**config.mk**
```make
export PLATFORM = sky130hd
export DESIGN_NAME = mem_stage_ctrl
export DESIGN_NICKNAME = d
export VERILOG_FILES = /design/src/rtl/mips_pkg.sv /design/src/rtl/load_align.sv /design/src/rtl/mem_stage_ctrl.sv
export SDC_FILE = /design/constraint.sdc
export NUM_CORES = 1
export LEC_CHECK = 0
export ABC_AREA = 1
export BUFFER_PORTS_ARGS = -buffer_cell sky130_fd_sc_hd__buf_2
export CAP_MARGIN = 5
export CORE_MARGIN = 2
export CORE_UTILIZATION = 42
export CTS_CLUSTER_DIAMETER = 30
export DETAILED_ROUTE_END_ITERATION = 10
export PLACE_DENSITY = 0.78
export SYNTH_ARGS = -nofsm -noshare
export SYNTH_HDL_FRONTEND = slang
export SYNTH_SLANG_ARGS = --single-unit
```
**constraint.sdc**
```tcl
create_clock -name clk -period 1.3 [get_ports clk]
set_input_delay 0.13 -clock clk [delete_from_list [all_inputs] [get_ports clk]]
set_output_delay 0.13 -clock clk [all_outputs]
set_load 0.02 [all_outputs]
```
**src/rtl/mips_pkg.sv**
```systemverilog
`default_nettype none
// ============================================================================
//  Module      : mips_pkg
//  Description : Shared types and helpers for the MEM pipeline stage:
//                access size / FSM state enums, byte-enable constants,
//                alignment check and store lane steering.
//  Revision    : 1.0 - initial release
// ============================================================================
package mips_pkg;

  typedef enum logic [1:0] {
    SZ_BYTE = 2'b00,
    SZ_HALF = 2'b01,
    SZ_WORD = 2'b10
  } mem_size_t;

  typedef enum logic {
    IDLE   = 1'b0,
    ACCESS = 1'b1
  } mem_state_t;

  localparam logic [3:0] c_BE_BYTE = 4'b0001;
  localparam logic [3:0] c_BE_HALF = 4'b0011;
  localparam logic [3:0] c_BE_WORD = 4'b1111;

  // Size code 2'b11 is treated as a word everywhere (falls into default).
  function automatic logic is_aligned(input logic [1:0] size, input logic [1:0] addr_lo);
    case (size)
      SZ_BYTE: is_aligned = 1'b1;
      SZ_HALF: is_aligned = ~addr_lo[0];
      default: is_aligned = (addr_lo == 2'b00);
    endcase
  endfunction

  function automatic logic [3:0] byte_enables(input logic [1:0] size, input logic [1:0] addr_lo);
    case (size)
      SZ_BYTE: byte_enables = c_BE_BYTE << addr_lo;
      SZ_HALF: byte_enables = c_BE_HALF << addr_lo;
      default: byte_enables = c_BE_WORD;
    endcase
  endfunction

  // Replicate store data across all lanes; the byte enables pick the lane.
  function automatic logic [31:0] store_lanes(input logic [1:0] size, input logic [31:0] wd);
    case (size)
      SZ_BYTE: store_lanes = {4{wd[7:0]}};
      SZ_HALF: store_lanes = {2{wd[15:0]}};
      default: store_lanes = wd;
    endcase
  endfunction

endpackage
`default_nettype wire

```
**src/rtl/load_align.sv**
```systemverilog
`default_nettype none
// ============================================================================
//  Module      : load_align
//  Description : Combinational load data alignment. Shifts the addressed
//                byte/half down to bit 0 and sign- or zero-extends it.
//  Ports       : rdata       in  32  raw word from data memory
//                addr_lo     in  2   byte offset within the word
//                size        in  2   access size (mem_size_t coding)
//                is_unsigned in  1   1 = zero-extend
//                load_val    out 32  value for the register file
//  Revision    : 1.0 - initial release
// ============================================================================
module load_align
  import mips_pkg::*;
(
  input  logic [31:0] rdata,
  input  logic [1:0]  addr_lo,
  input  logic [1:0]  size,
  input  logic        is_unsigned,
  output logic [31:0] load_val
);

  logic [31:0] w_shifted;

  always_comb begin
    w_shifted = rdata >> {addr_lo, 3'b000};
    case (size)
      SZ_BYTE: load_val = {{24{~is_unsigned & w_shifted[7]}}, w_shifted[7:0]};
      SZ_HALF: load_val = {{16{~is_unsigned & w_shifted[15]}}, w_shifted[15:0]};
      default: load_val = w_shifted;
    endcase
  end

endmodule
`default_nettype wire

```
**src/rtl/mem_stage_ctrl.sv**
```systemverilog
`default_nettype none
// ============================================================================
//  Module      : mem_stage_ctrl
//  Description : MEM pipeline stage. Consumes the EX/MEM latch, runs data
//                memory loads/stores over a req/ack handshake with variable
//                latency and an optional timeout, stalls upstream while the
//                access is outstanding, and drives the MEM/WB register.
//                Branch resolution is passed straight through.
//  Ports       : clk, reset (sync, active-high)
//                EX/MEM inputs : valid_M zero_M aluresult_M writedata_M
//                                writereg_M pcbranch_M regwrite_M memtoreg_M
//                                memread_M memwrite_M branch_M size_M unsigned_M
//                Data memory   : dmem_req/we/addr/wdata/be out, dmem_ack/rdata in
//                Pipeline ctrl : stall_M pcsrc_M pcbranch_out misalign_M bus_err
//                MEM/WB        : valid_W regwrite_W memtoreg_W aluresult_W
//                                readdata_W writereg_W
//  Revision    : 1.0 - initial release
// ============================================================================
module mem_stage_ctrl
  import mips_pkg::*;
#(
  parameter int REG_W   = 5,
  parameter int TIMEOUT = 255
) (
  input  logic             clk,
  input  logic             reset,
  input  logic             valid_M,
  input  logic             zero_M,
  input  logic [31:0]      aluresult_M,
  input  logic [31:0]      writedata_M,
  input  logic [REG_W-1:0] writereg_M,
  input  logic [31:0]      pcbranch_M,
  input  logic             regwrite_M,
  input  logic             memtoreg_M,
  input  logic             memread_M,
  input  logic             memwrite_M,
  input  logic             branch_M,
  input  logic [1:0]       size_M,
  input  logic             unsigned_M,
  output logic             dmem_req,
  output logic             dmem_we,
  output logic [31:0]      dmem_addr,
  output logic [31:0]      dmem_wdata,
  output logic [3:0]       dmem_be,
  input  logic             dmem_ack,
  input  logic [31:0]      dmem_rdata,
  output logic             stall_M,
  output logic             pcsrc_M,
  output logic [31:0]      pcbranch_out,
  output logic             misalign_M,
  output logic             bus_err,
  output logic             valid_W,
  output logic             regwrite_W,
  output logic             memtoreg_W,
  output logic [31:0]      aluresult_W,
  output logic [31:0]      readdata_W,
  output logic [REG_W-1:0] writereg_W
);

  localparam int CNT_W = (TIMEOUT > 1) ? $clog2(TIMEOUT + 1) : 1;

  mem_state_t       r_state, w_state_nxt;
  logic [CNT_W-1:0] r_cnt;

  // Request captured on entry to ACCESS; held stable until ack/timeout.
  logic [31:0]      r_acc_addr;
  logic [31:0]      r_acc_wdata;
  logic [3:0]       r_acc_be;
  logic [1:0]       r_acc_size;
  logic             r_acc_we, r_acc_uns, r_acc_regwrite, r_acc_memtoreg;
  logic [REG_W-1:0] r_acc_writereg;

  logic             w_memop, w_latch, w_timeout;
  logic [31:0]      w_load_val;

  logic             w_valid_nxt, w_regwrite_nxt, w_memtoreg_nxt;
  logic [31:0]      w_alu_nxt, w_rd_nxt;
  logic [REG_W-1:0] w_wreg_nxt;

  load_align u_load_align (
    .rdata       (dmem_rdata),
    .addr_lo     (r_acc_addr[1:0]),
    .size        (r_acc_size),
    .is_unsigned (r_acc_uns),
    .load_val    (w_load_val)
  );

  assign w_memop   = valid_M & (memread_M | memwrite_M);
  // r_cnt holds the 1-based index of the current ACCESS cycle.
  assign w_timeout = (TIMEOUT != 0) && (r_cnt == CNT_W'(TIMEOUT));

  assign pcsrc_M      = valid_M & branch_M & zero_M;
  assign pcbranch_out = pcbranch_M;
  assign dmem_req     = (r_state == ACCESS);
  assign dmem_we      = r_acc_we;
  assign dmem_addr    = {r_acc_addr[31:2], 2'b00};
  assign dmem_wdata   = r_acc_wdata;
  assign dmem_be      = r_acc_be;

  always_comb begin
    w_state_nxt    = r_state;
    stall_M        = 1'b0;
    misalign_M     = 1'b0;
    bus_err        = 1'b0;
    w_latch        = 1'b0;
    // MEM/WB defaults to a bubble; only retiring instructions overwrite it.
    w_valid_nxt    = 1'b0;
    w_regwrite_nxt = 1'b0;
    w_memtoreg_nxt = 1'b0;
    w_alu_nxt      = '0;
    w_rd_nxt       = '0;
    w_wreg_nxt     = '0;
    case (r_state)
      IDLE: begin
        if (!w_memop) begin
          w_valid_nxt    = valid_M;
          w_regwrite_nxt = regwrite_M;
          w_memtoreg_nxt = memtoreg_M;
          w_alu_nxt      = aluresult_M;
          w_wreg_nxt     = writereg_M;
        end else if (is_aligned(size_M, aluresult_M[1:0])) begin
          stall_M     = 1'b1;
          w_latch     = 1'b1;
          w_state_nxt = ACCESS;
        end else begin
          misalign_M = 1'b1;
        end
      end
      ACCESS: begin
        if (dmem_ack) begin
          w_valid_nxt    = 1'b1;
          w_regwrite_nxt = r_acc_regwrite;
          w_memtoreg_nxt = r_acc_memtoreg;
          w_alu_nxt      = r_acc_addr;
          w_rd_nxt       = r_acc_we ? 32'd0 : w_load_val;
          w_wreg_nxt     = r_acc_writereg;
          w_state_nxt    = IDLE;
        end else if (w_timeout) begin
          // Release upstream so the faulting instruction leaves as a bubble.
          bus_err     = 1'b1;
          w_state_nxt = IDLE;
        end else begin
          stall_M = 1'b1;
        end
      end
      default: w_state_nxt = IDLE;
    endcase
  end

  always_ff @(posedge clk) begin
    if (reset) begin
      r_state        <= IDLE;
      r_cnt          <= '0;
      r_acc_addr     <= '0;
      r_acc_wdata    <= '0;
      r_acc_be       <= '0;
      r_acc_size     <= '0;
      r_acc_we       <= 1'b0;
      r_acc_uns      <= 1'b0;
      r_acc_regwrite <= 1'b0;
      r_acc_memtoreg <= 1'b0;
      r_acc_writereg <= '0;
      valid_W        <= 1'b0;
      regwrite_W     <= 1'b0;
      memtoreg_W     <= 1'b0;
      aluresult_W    <= '0;
      readdata_W     <= '0;
      writereg_W     <= '0;
    end else begin
      r_state     <= w_state_nxt;
      valid_W     <= w_valid_nxt;
      regwrite_W  <= w_regwrite_nxt;
      memtoreg_W  <= w_memtoreg_nxt;
      aluresult_W <= w_alu_nxt;
      readdata_W  <= w_rd_nxt;
      writereg_W  <= w_wreg_nxt;
      if (w_latch) begin
        r_cnt          <= CNT_W'(1);
        r_acc_addr     <= aluresult_M;
        r_acc_wdata    <= store_lanes(size_M, writedata_M);
        r_acc_be       <= byte_enables(size_M, aluresult_M[1:0]);
        r_acc_size     <= size_M;
        r_acc_we       <= memwrite_M;
        r_acc_uns      <= unsigned_M;
        r_acc_regwrite <= regwrite_M;
        r_acc_memtoreg <= memtoreg_M;
        r_acc_writereg <= writereg_M;
      end else if (r_state == ACCESS) begin
        r_cnt <= r_cnt + CNT_W'(1);
      end
    end
  end

endmodule
`default_nettype wire

```
==> metrics.yaml <==
clocking:
  clock-sinks: 160
  insertion_delay_ns: 0.42
  cts_tree: "done"
  numCtsBuffers: 17
  htreeDepth: 4
  path_clk_slew_ns: 0.06
  cts-root-buf: "clkbuf_16"
  cts_buffer_depth: 2
synth:
  synth-compound-area-share_pct: 11.0
  ys_warn_count: 0
  netlist_instances: 928
  netlist_area_sq_mm: 0.00693
  ys_ff_latch: 160
  synth_edf_count: 0
  synthAdderAreaFrac_pct: 0.181
  yosysUniqueCellTypes: 32
  post-synth-top-area-cell: "dfxtp_1"
  synth_top_area_share_pct: 46.2
  synthArstFlopShare_pct: 0
  synth_area_per_cell_sq_um: 7.47
  synth_ff_type: "dfxtp_1"
  synth_xor_xnor_area_share_pct: 0.506
  yosysSeqAreaShare_pct: 46.2
  muxShareOfSynthArea_pct: 0
  synth-simple-area-share_pct: 26.3
  synth_area_leaders: "dfxtp_1 46%, nand2_1 12%, nand3_1 12%"
  synth_top_family_by_area: "simple AND/OR/NAND/NOR gates"
flow_run:
  maxCapViolCount: 0
worst_setup_path:
  rr_worst_depth: 10
  cp_slowest_cell: "dfxtp_2"
  start_kind: "flip-flop"
  crit_chain: "nand2_2, nor2_2, nand4_1, nor3_2, buf_4"
  crit_type: "reg2out"
  crit_arrival_ns: 1.45
  cp.required_ns: 1.17
  end_kind: "output port"
  crit_path_max_fanout: 3
  cp_slowest_stage_delay_ns: 0.33
final_layout:
  final_common_cell: "buf_2"
  fin_area_sq_mm: 0.0101
  antennaDiodeCount: 0
  syn2layout_area_growth_pct: 45.4
  drive_gt1_share_pct: 37.6
  final_cell_mix: "255 x buf_2, 184 x nand2_1, 160 x nand3_1, 152 x dfxtp_1, 77 x inv_1"
  fin_nets: 1351
sta:
  fmax_ghz: 0.634
  period_needed_ns: 1.58
  layout_setup_ws_ns: -0.276
  rsz0062_at_grt: "true"
  final-setup-viol-count: 43
  hold_violations: 0
  final.setup.tns_ns: -2.21
  final_max_slew_viol_count: 0
  min_period_over_period_pct: 121
  fin_skew_ns: 0.00678
floorplan:
  rows: 46
  start_util_pct: 43.3
  die_h_um: 132
  die_w_um: 132
  core_area_sq_mm: 0.0160
  die_area_sq_mm: 0.0175
  ioPinCount: 324
routing:
  dr_total_vias: 7391
  totalWireLength_um: 23900
  viasPerCell: 5.16
  firstDrtPassIters: 5
  ant_nets: 0
  wl_per_cell_um: 16.7
  drc: 0
  drt_iter0_drc: 533
outcome:
  status: "finished, violations left"
  violations: "negative setup slack"
global_route:
  grt_usage_pct: 24.5
  grt_pass1_vias: 6789
  antenna_found_initial: 0
  gr-total-overflow: 0
  grt_max_degree: 41
  grt_pass1_wl_um: 34400
placement:
  pre_cts_ws_ns: -0.0331
  hpwl_um: 15400
  io_buffer_count: 257
  place.gp.congestion: 0.885
  placed_area_sq_mm: 0.00825
hold_path:
  hold_class: "in2reg"
  whs_path_depth: 3
power_and_ir_drop:
  peakVddDrop_mv: 0.900
  p_leak_nw: 5.05
  cellPowerDensity_mw_per_mm2: 1230
[worst max-delay path, delay by kind of cell, from the launching register on]
kind                   cells  cell delay [ns]
AND/OR/NAND/NOR            4             0.51
buffers and inverters      1             0.18
flip-flops                 1             0.33
[cell type report]
cell class | instances | area [sq um]
Clock inverter | 14 | 134
Tap cell | 216 | 270
Clock buffer | 18 | 439
Timing Repair inverter | 1 | 7.51
Timing Repair Buffer | 375 | 2710
Inverter | 85 | 347
Multi-Input combinational cell | 564 | 2950
Sequential cell | 160 | 3220
Fill cell | 1380 | 5930
[registers in the layout, summed over array words and instances (netlist names), 2 cells and up]
name,cells
aluresult_W,32
dmem_wdata,32
r_acc_addr,32
readdata_W,32
r_cnt,8
r_acc_writereg,5
writereg_W,5
dmem_be,4
r_acc_size,2
[layer usage]
| metal | GRT usage [%] | vias up | share of wire (%) |
|---|---|---|---|
| met5 | 0 | - | 0 |
| met4 | 12.7 | 0 | 4.2 |
| met3 | 6.05 | 80 | 8.9 |
| met2 | 42.3 | 415 | 49 |
| met1 | 28.1 | 3393 | 37 |
| li1 | - | 3503 | - |
[timing repair]
action	CTS	global route
hold buffers	46	0
resized for setup	25	128
endpoints found under the setup margin	8	115
hold endpoints to repair	81	0
buffers inserted	3	7
pin swaps	4	6
gates cloned	1	15
[Yosys cell counts (2+ instances only)]
| cell | number |
|---|---|
| a21oi_1 | 21 |
| xor2_1 | 3 |
| o21ai_2 | 4 |
| nand4_1 | 4 |
| nand3_1 | 162 |
| buf_2 | 24 |
| o211ai_1 | 8 |
| buf_6 | 6 |
| o21ai_1 | 8 |
| nand2_2 | 3 |
| dfxtp_1 | 160 |
| inv_2 | 6 |
| nor2_1 | 19 |
| nand2_1 | 218 |
| nor3_1 | 3 |
| inv_1 | 79 |
| a21oi_2 | 2 |
| o22ai_1 | 2 |
| buf_1 | 6 |
| buf_4 | 66 |
| o21ai_0 | 89 |
| a31oi_1 | 6 |
| clkbuf_1 | 19 |
| or2_2 | 2 |
[per-stage QoR]
step / hold WS, ns / total power [mW] / std cells / utilization, %
after floorplan: 0.268 / 6.57 / 929 / -
after CTS: 0.00198 / 12.1 / 1412 / 58.8
after global placement: 0.260 / 7.12 / 1330 / 51.6
after global routing: 0.00506 / 12.9 / 1433 / 63.0
after detailed placement: 0.260 / 7.16 / 1330 / 51.6
final: 0.0137 / 12.4 / 1433 / 63.0
[power by group]
part           switching, mW  internal, mW
Sequential             0.114          5.12
Combinational           1.36         0.981
Clock                   2.13          2.72
[cell families (layout without fill, tap and decap cells)]
family                     count (synthesis)  after routing
other                                      1              2
DFF                                      160            160
buffers and inverters                    206            493
AOI/OAI and AO/OA                        141            141
xor gates and xnor gates                   4              4
and+or+nand+nor                          415            416
adders and majority gates                  1              1
[path summary, 6_finish.rpt]
check / slack [ns] / start / to
worst max-delay path: -0.28 / r_cnt[3]$_SDFFE_PP0P_ / bus_err
worst min-delay path: 0.01 / dmem_rdata[14] / readdata_W[6]$_SDFF_PP0_
worst max register to register: -0.07 / dmem_req$_SDFF_PP0_ / dmem_wdata[11]$_SDFFE_PP0P_
worst min register to register: 0.45 / dmem_wdata[6]$_SDFFE_PP0P_ / dmem_wdata[6]$_SDFFE_PP0P_
(Power assumes the default switching activity.)
